==> src/rtl/sid_dac_sequencer.sv <==
// sid_dac_sequencer: dual 12-bit serial DAC frame sequencer; SID_DAC_OFFSET_BIN_EN inverts sample MSBs at capture
module sid_dac_sequencer #(
  parameter int WIDTH = 12,
  parameter int CLK_DIV = 4
) (
  input  logic             clk,
  input  logic             rst,
  input  logic [WIDTH-1:0] sample_1,
  input  logic [WIDTH-1:0] sample_2,
  input  logic             sample_valid,
  output logic             sample_ready,
  output logic             busy,
  output logic             DAC_clk,
  output logic             DAC_dat_1,
  output logic             DAC_dat_2,
  output logic             DAC_csb,
  output logic             DAC_leb
);
  localparam int CW = CLK_DIV > 1 ? $clog2(CLK_DIV) : 1;
  localparam int BW = WIDTH > 1 ? $clog2(WIDTH) : 1;
  typedef enum logic [1:0] {S_IDLE, S_SHIFT, S_END, S_LATCH} state_t;
  state_t state, nstate;
  logic [CW-1:0] cnt, n_cnt;
  logic [BW-1:0] bit_idx, n_bit;
  logic [WIDTH-1:0] sh_1, sh_2, n_sh_1, n_sh_2, cap_1, cap_2;
  logic phase, n_phase, accept, tick, last, adv;
  logic n_dac_clk, n_dat_1, n_dat_2, n_csb, n_leb, n_ready, n_busy;
`ifdef SID_DAC_OFFSET_BIN_EN
  assign cap_1 = sample_1 ^ {1'b1, {(WIDTH-1){1'b0}}};
  assign cap_2 = sample_2 ^ {1'b1, {(WIDTH-1){1'b0}}};
`else
  assign cap_1 = sample_1;
  assign cap_2 = sample_2;
`endif
  assign accept = sample_valid & sample_ready;
  assign tick = cnt == CW'(CLK_DIV - 1);
  assign adv = (state == S_SHIFT) & tick & phase;
  assign last = adv & (bit_idx == '0);
  // state register
  always_ff @(posedge clk)
    state <= rst ? S_IDLE : nstate;
  // next-state: each non-idle state lasts a whole number of ticks
  always_comb begin
    nstate = state;
    case (state)
      S_IDLE:  nstate = accept ? S_SHIFT : S_IDLE;
      S_SHIFT: nstate = last ? S_END : S_SHIFT;
      S_END:   nstate = tick ? S_LATCH : S_END;
      default: nstate = tick ? S_IDLE : S_LATCH;
    endcase
  end
  // datapath next values: divider, clock phase, bit index and shift registers
  always_comb begin
    n_cnt = (state == S_IDLE || tick) ? '0 : cnt + 1'b1;
    n_phase = (state == S_SHIFT) & (phase ^ tick);
    n_bit = accept ? BW'(WIDTH - 1) : adv ? bit_idx - 1'b1 : bit_idx;
    n_sh_1 = accept ? cap_1 : adv ? sh_1 << 1 : sh_1;
    n_sh_2 = accept ? cap_2 : adv ? sh_2 << 1 : sh_2;
  end
  // outputs derived from next state so that the pins come straight from flops
  always_comb begin
    n_dac_clk = (nstate == S_SHIFT) & n_phase;
    n_dat_1 = (nstate == S_SHIFT) & n_sh_1[WIDTH-1];
    n_dat_2 = (nstate == S_SHIFT) & n_sh_2[WIDTH-1];
    n_csb = nstate != S_SHIFT;
    n_leb = nstate != S_LATCH;
    n_ready = nstate == S_IDLE;
    n_busy = nstate != S_IDLE;
  end
  // datapath and output registers
  always_ff @(posedge clk)
    if (rst) begin
      cnt <= '0;
      phase <= 1'b0;
      bit_idx <= '0;
      sh_1 <= '0;
      sh_2 <= '0;
      DAC_clk <= 1'b0;
      DAC_dat_1 <= 1'b0;
      DAC_dat_2 <= 1'b0;
      DAC_csb <= 1'b1;
      DAC_leb <= 1'b1;
      sample_ready <= 1'b1;
      busy <= 1'b0;
    end else begin
      cnt <= n_cnt;
      phase <= n_phase;
      bit_idx <= n_bit;
      sh_1 <= n_sh_1;
      sh_2 <= n_sh_2;
      DAC_clk <= n_dac_clk;
      DAC_dat_1 <= n_dat_1;
      DAC_dat_2 <= n_dat_2;
      DAC_csb <= n_csb;
      DAC_leb <= n_leb;
      sample_ready <= n_ready;
      busy <= n_busy;
    end
endmodule

==> config.mk <==
export PLATFORM = sky130hd
export DESIGN_NAME = sid_dac_sequencer
export DESIGN_NICKNAME = d
export VERILOG_FILES = /design/src/rtl/sid_dac_sequencer.sv
export SDC_FILE = /design/constraint.sdc
export NUM_CORES = 1
export LEC_CHECK = 0
export BUFFER_PORTS_ARGS = -buffer_cell sky130_fd_sc_hd__buf_2
export CORE_MARGIN = 8
export CORE_UTILIZATION = 50
export DETAILED_ROUTE_END_ITERATION = 16
export PLACE_DENSITY = 0.77
export SKIP_LAST_GASP = 1
export SYNTH_ARGS = -nofsm -noshare
export SYNTH_HDL_FRONTEND = slang
export SYNTH_SLANG_ARGS = --single-unit
==> constraint.sdc <==
create_clock -name clk -period 1.7 [get_ports clk]
set_input_delay 0.17 -clock clk [delete_from_list [all_inputs] [get_ports clk]]
set_output_delay 0.17 -clock clk [all_outputs]
set_load 0.005 [all_outputs]
==> results.py <==
metrics = {
    "power": {
        "irDropWorstVdd_mv": 0.3510,
        "internal_power_mw": 1.281,
        "p_clk_share_pct": 25.3,
        "seqPwrFrac_pct": 60.1,
        "power_density_nw_per_um2": 840.4,
        "p_switching_mw": 0.4606,
        "comb_power_share_pct": 14.6,
        "power_leakage_nw": 0.8417,
        "sw_frac_of_total_pct": 26.45,
    },
    "floorplanning": {
        "dieArea_sq_um": 5809,
        "core_sq_um": 3578,
        "initial_core_util_pct": 50.66,
        "die_height_microns": 76.22,
        "fp.dieW_microns": 76.22,
        "io_pins": 34,
        "rows": 22,
    },
    "logic_synthesis": {
        "ys_top_cells_by_area": "dfxtp_1 (44%), a311oi_2 (16%), nand2_1 (9.9%)",
        "ys_async_sr_fraction_pct": 0,
        "synth_seq_cells": 40,
        "synth_top_area_share_pct": 44.17,
        "synthCells": 196,
        "yosysWarnings": 0,
        "synth_edf_count": 0,
        "yosysMostFrequentCell": "nand2_1",
        "synth-seq-area-share_pct": 44.17,
        "synth_common_cells": "nand2_1 (48), dfxtp_1 (40), nor2_1 (28)",
        "synth.cell_area_sq_um": 1813,
        "yosys.area.top_type": "dfxtp_1",
        "synth_top_flop_cell": "dfxtp_1",
        "synth_nets": 226,
        "synth_area_per_cell_sq_um": 9.250,
        "synth_cell_types": 28,
    },
    "routing": {
        "vias_per_cell": 5.094,
        "wl_per_cell_microns": 12.80,
        "drt-pass1-iter-count": 4,
        "first_iter_violations": 59,
        "drtAntennaViolNets": 0,
        "wl_mm": 3.534,
        "route.detailed.drc": 0,
        "vias": 1406,
    },
    "final_layout": {
        "layout-drive-gt1-share_pct": 33.33,
        "area_growth_pct": 14.29,
        "stdcell_area_sq_um": 2072,
        "diodes": 0,
        "finalNetCount": 258,
        "fillerInstances": 324,
        "multi_input_area_sq_um": 899.6,
        "register_area_sq_um": 800.8,
    },
    "place": {
        "dpl-instance-area_sq_um": 2026,
        "dp_slack_ns": 0.1880,
        "place_congestion": 0.7444,
        "dpl.hpwl_mm": 2.451,
        "port_buffers": 33,
    },
    "sta": {
        "setup_violations": 0,
        "fin_tns_setup_ns": 0,
        "timing.final.crit_share_pct": 91.48,
        "final-hold-violation-count": 0,
        "setup_ws_ns": 0.1448,
        "worst_pin_slew_ns": 0.4299,
        "relSlewSlack_pct": 71.34,
        "min_period_ns": 1.555,
        "slew_viol_final": 0,
        "skew_ns": 0.004329,
        "fmax_mhz": 643.0,
        "rsz0062_at_grt": "false",
    },
    "clock_network": {
        "numCtsBuffers": 5,
        "cts_resized": 0,
        "root_buffer": "clkbuf_4",
        "path_clk_slew_ns": 0.11,
        "cts_sinks": 40,
        "cts_tree": "yes",
        "clk_latency_ns": 0.35,
        "cts_max_level": 2,
        "hold_buffers": 0,
        "cts_buffer_depth": 2,
        "postCtsSetupBuffers": 0,
    },
    "setup_path": {
        "critical_path_class": "reg2reg",
        "path_max_fanout": 25,
        "required_ns": 1.96,
        "arrival_ns": 1.82,
        "start_kind": "flop",
        "end_kind": "flop",
    },
    "global_routing": {
        "gr-total-overflow": 0,
        "antenna_found_initial": 0,
        "grt_pass1_wl_mm": 6.223,
        "grt_max_degree": 28,
        "grtUsageTotal_pct": 12.91,
        "grt_pass1_vias": 1446,
    },
    "outcome": {
        "outcome": "complete, no violations",
    },
    "worst_hold_path": {
        "worstHoldPathType": "in2reg",
    },
    "run": {
        "cap_viol_max_count": 0,
    },
}
==> flip-flops by register name, summed over array words and instances, names as in the netlist, 2 cells and up <==
name,cells
sh_1,12
sh_2,12
bit_idx,4
cnt,2
state,2
==> cell usage in the layout (no fill, tap or decap), types with 2 or more instances in the layout <==
cell type,n
clkbuf_4,5
ha_1,3
nand2_1,47
inv_1,2
and3_1,2
or2_2,2
nor2_1,28
xnor2_1,3
buf_4,7
nor3_1,4
nand2_2,3
buf_12,2
nor4b_1,3
buf_2,33
xor2_1,2
nand3_1,4
a311oi_2,19
a21oi_1,8
dfxtp_1,40
==> final cells by class <==
cell class / instances / area share, %
Tap cell: 48 / 2.899
Clock inverter: 1 / 0.2415
Clock buffer: 6 / 1.993
Inverter: 2 / 0.3623
Sequential cell: 40 / 38.65
Timing Repair Buffer: 42 / 12.44
Multi-Input combinational cell: 137 / 43.42
==> through the flow <==
step                hold slack, ns  total power [mW]  instances  util, %
finish                     0.08248             1.741        276    57.90
global route               0.07290             1.841        276    57.90
CTS                        0.07397             1.759        276    57.90
detailed placement          0.4415             1.323        269    56.61
global placement            0.4154             1.318        269    56.61
floorplan                   0.2710             1.238        196        -
==> routing by layer <==
| metal | global-route usage (%) | part of all wire (%) |
|---|---|---|
| met1 | 14.12 | 47 |
| met3 | 3.656 | 4.5 |
| met4 | 8.077 | 2.0 |
| met2 | 21.51 | 46 |
| met5 | 0 | 0 |
==> kinds of logic (layout without fill, tap and decap cells) <==
logic type      after synthesis  in the layout  share of synthesized area [%]
flops                        40             40                          44.17
fa+ha+maj                     3              3                          2.071
buf+inv                      19             51                          6.349
compound gates               30             30                          19.32
simple gates                 99             99                          25.67
xor+xnor                      5              5                          2.416
==> power by group through the flow <==
stage	logic (mW)	clock network, mW	registers (mW)
global placement	0.251	0	1.07
finish	0.254	0.440	1.05
CTS	0.257	0.455	1.05
global route	0.289	0.495	1.06
floorplan	0.181	0	1.06
detailed placement	0.257	0	1.07
==> worst max-delay path, stage by stage (launching register included) <==
cell	delay, ns
dfxtp_1	0.36
ha_1	0.23
and4b_1	0.27
buf_12	0.18
nand2_1	0.08
xor2_1	0.14
a211oi_1	0.19
==> final timing paths <==
check | cells after the start | from | endpoint | slack, ns
max | 6 | cnt[0]$_SDFF_PP0_ | bit_idx[2]$_SDFFE_PP0N_ | 0.14
min | 3 | sample_2[0] | sh_2[0]$_SDFFE_PP0P_ | 0.08
max reg2reg | 6 | cnt[0]$_SDFF_PP0_ | bit_idx[2]$_SDFFE_PP0N_ | 0.14
min reg2reg | 1 | cnt[0]$_SDFF_PP0_ | cnt[0]$_SDFF_PP0_ | 0.45
No activity file was read; power rests on OpenSTA's default activity.
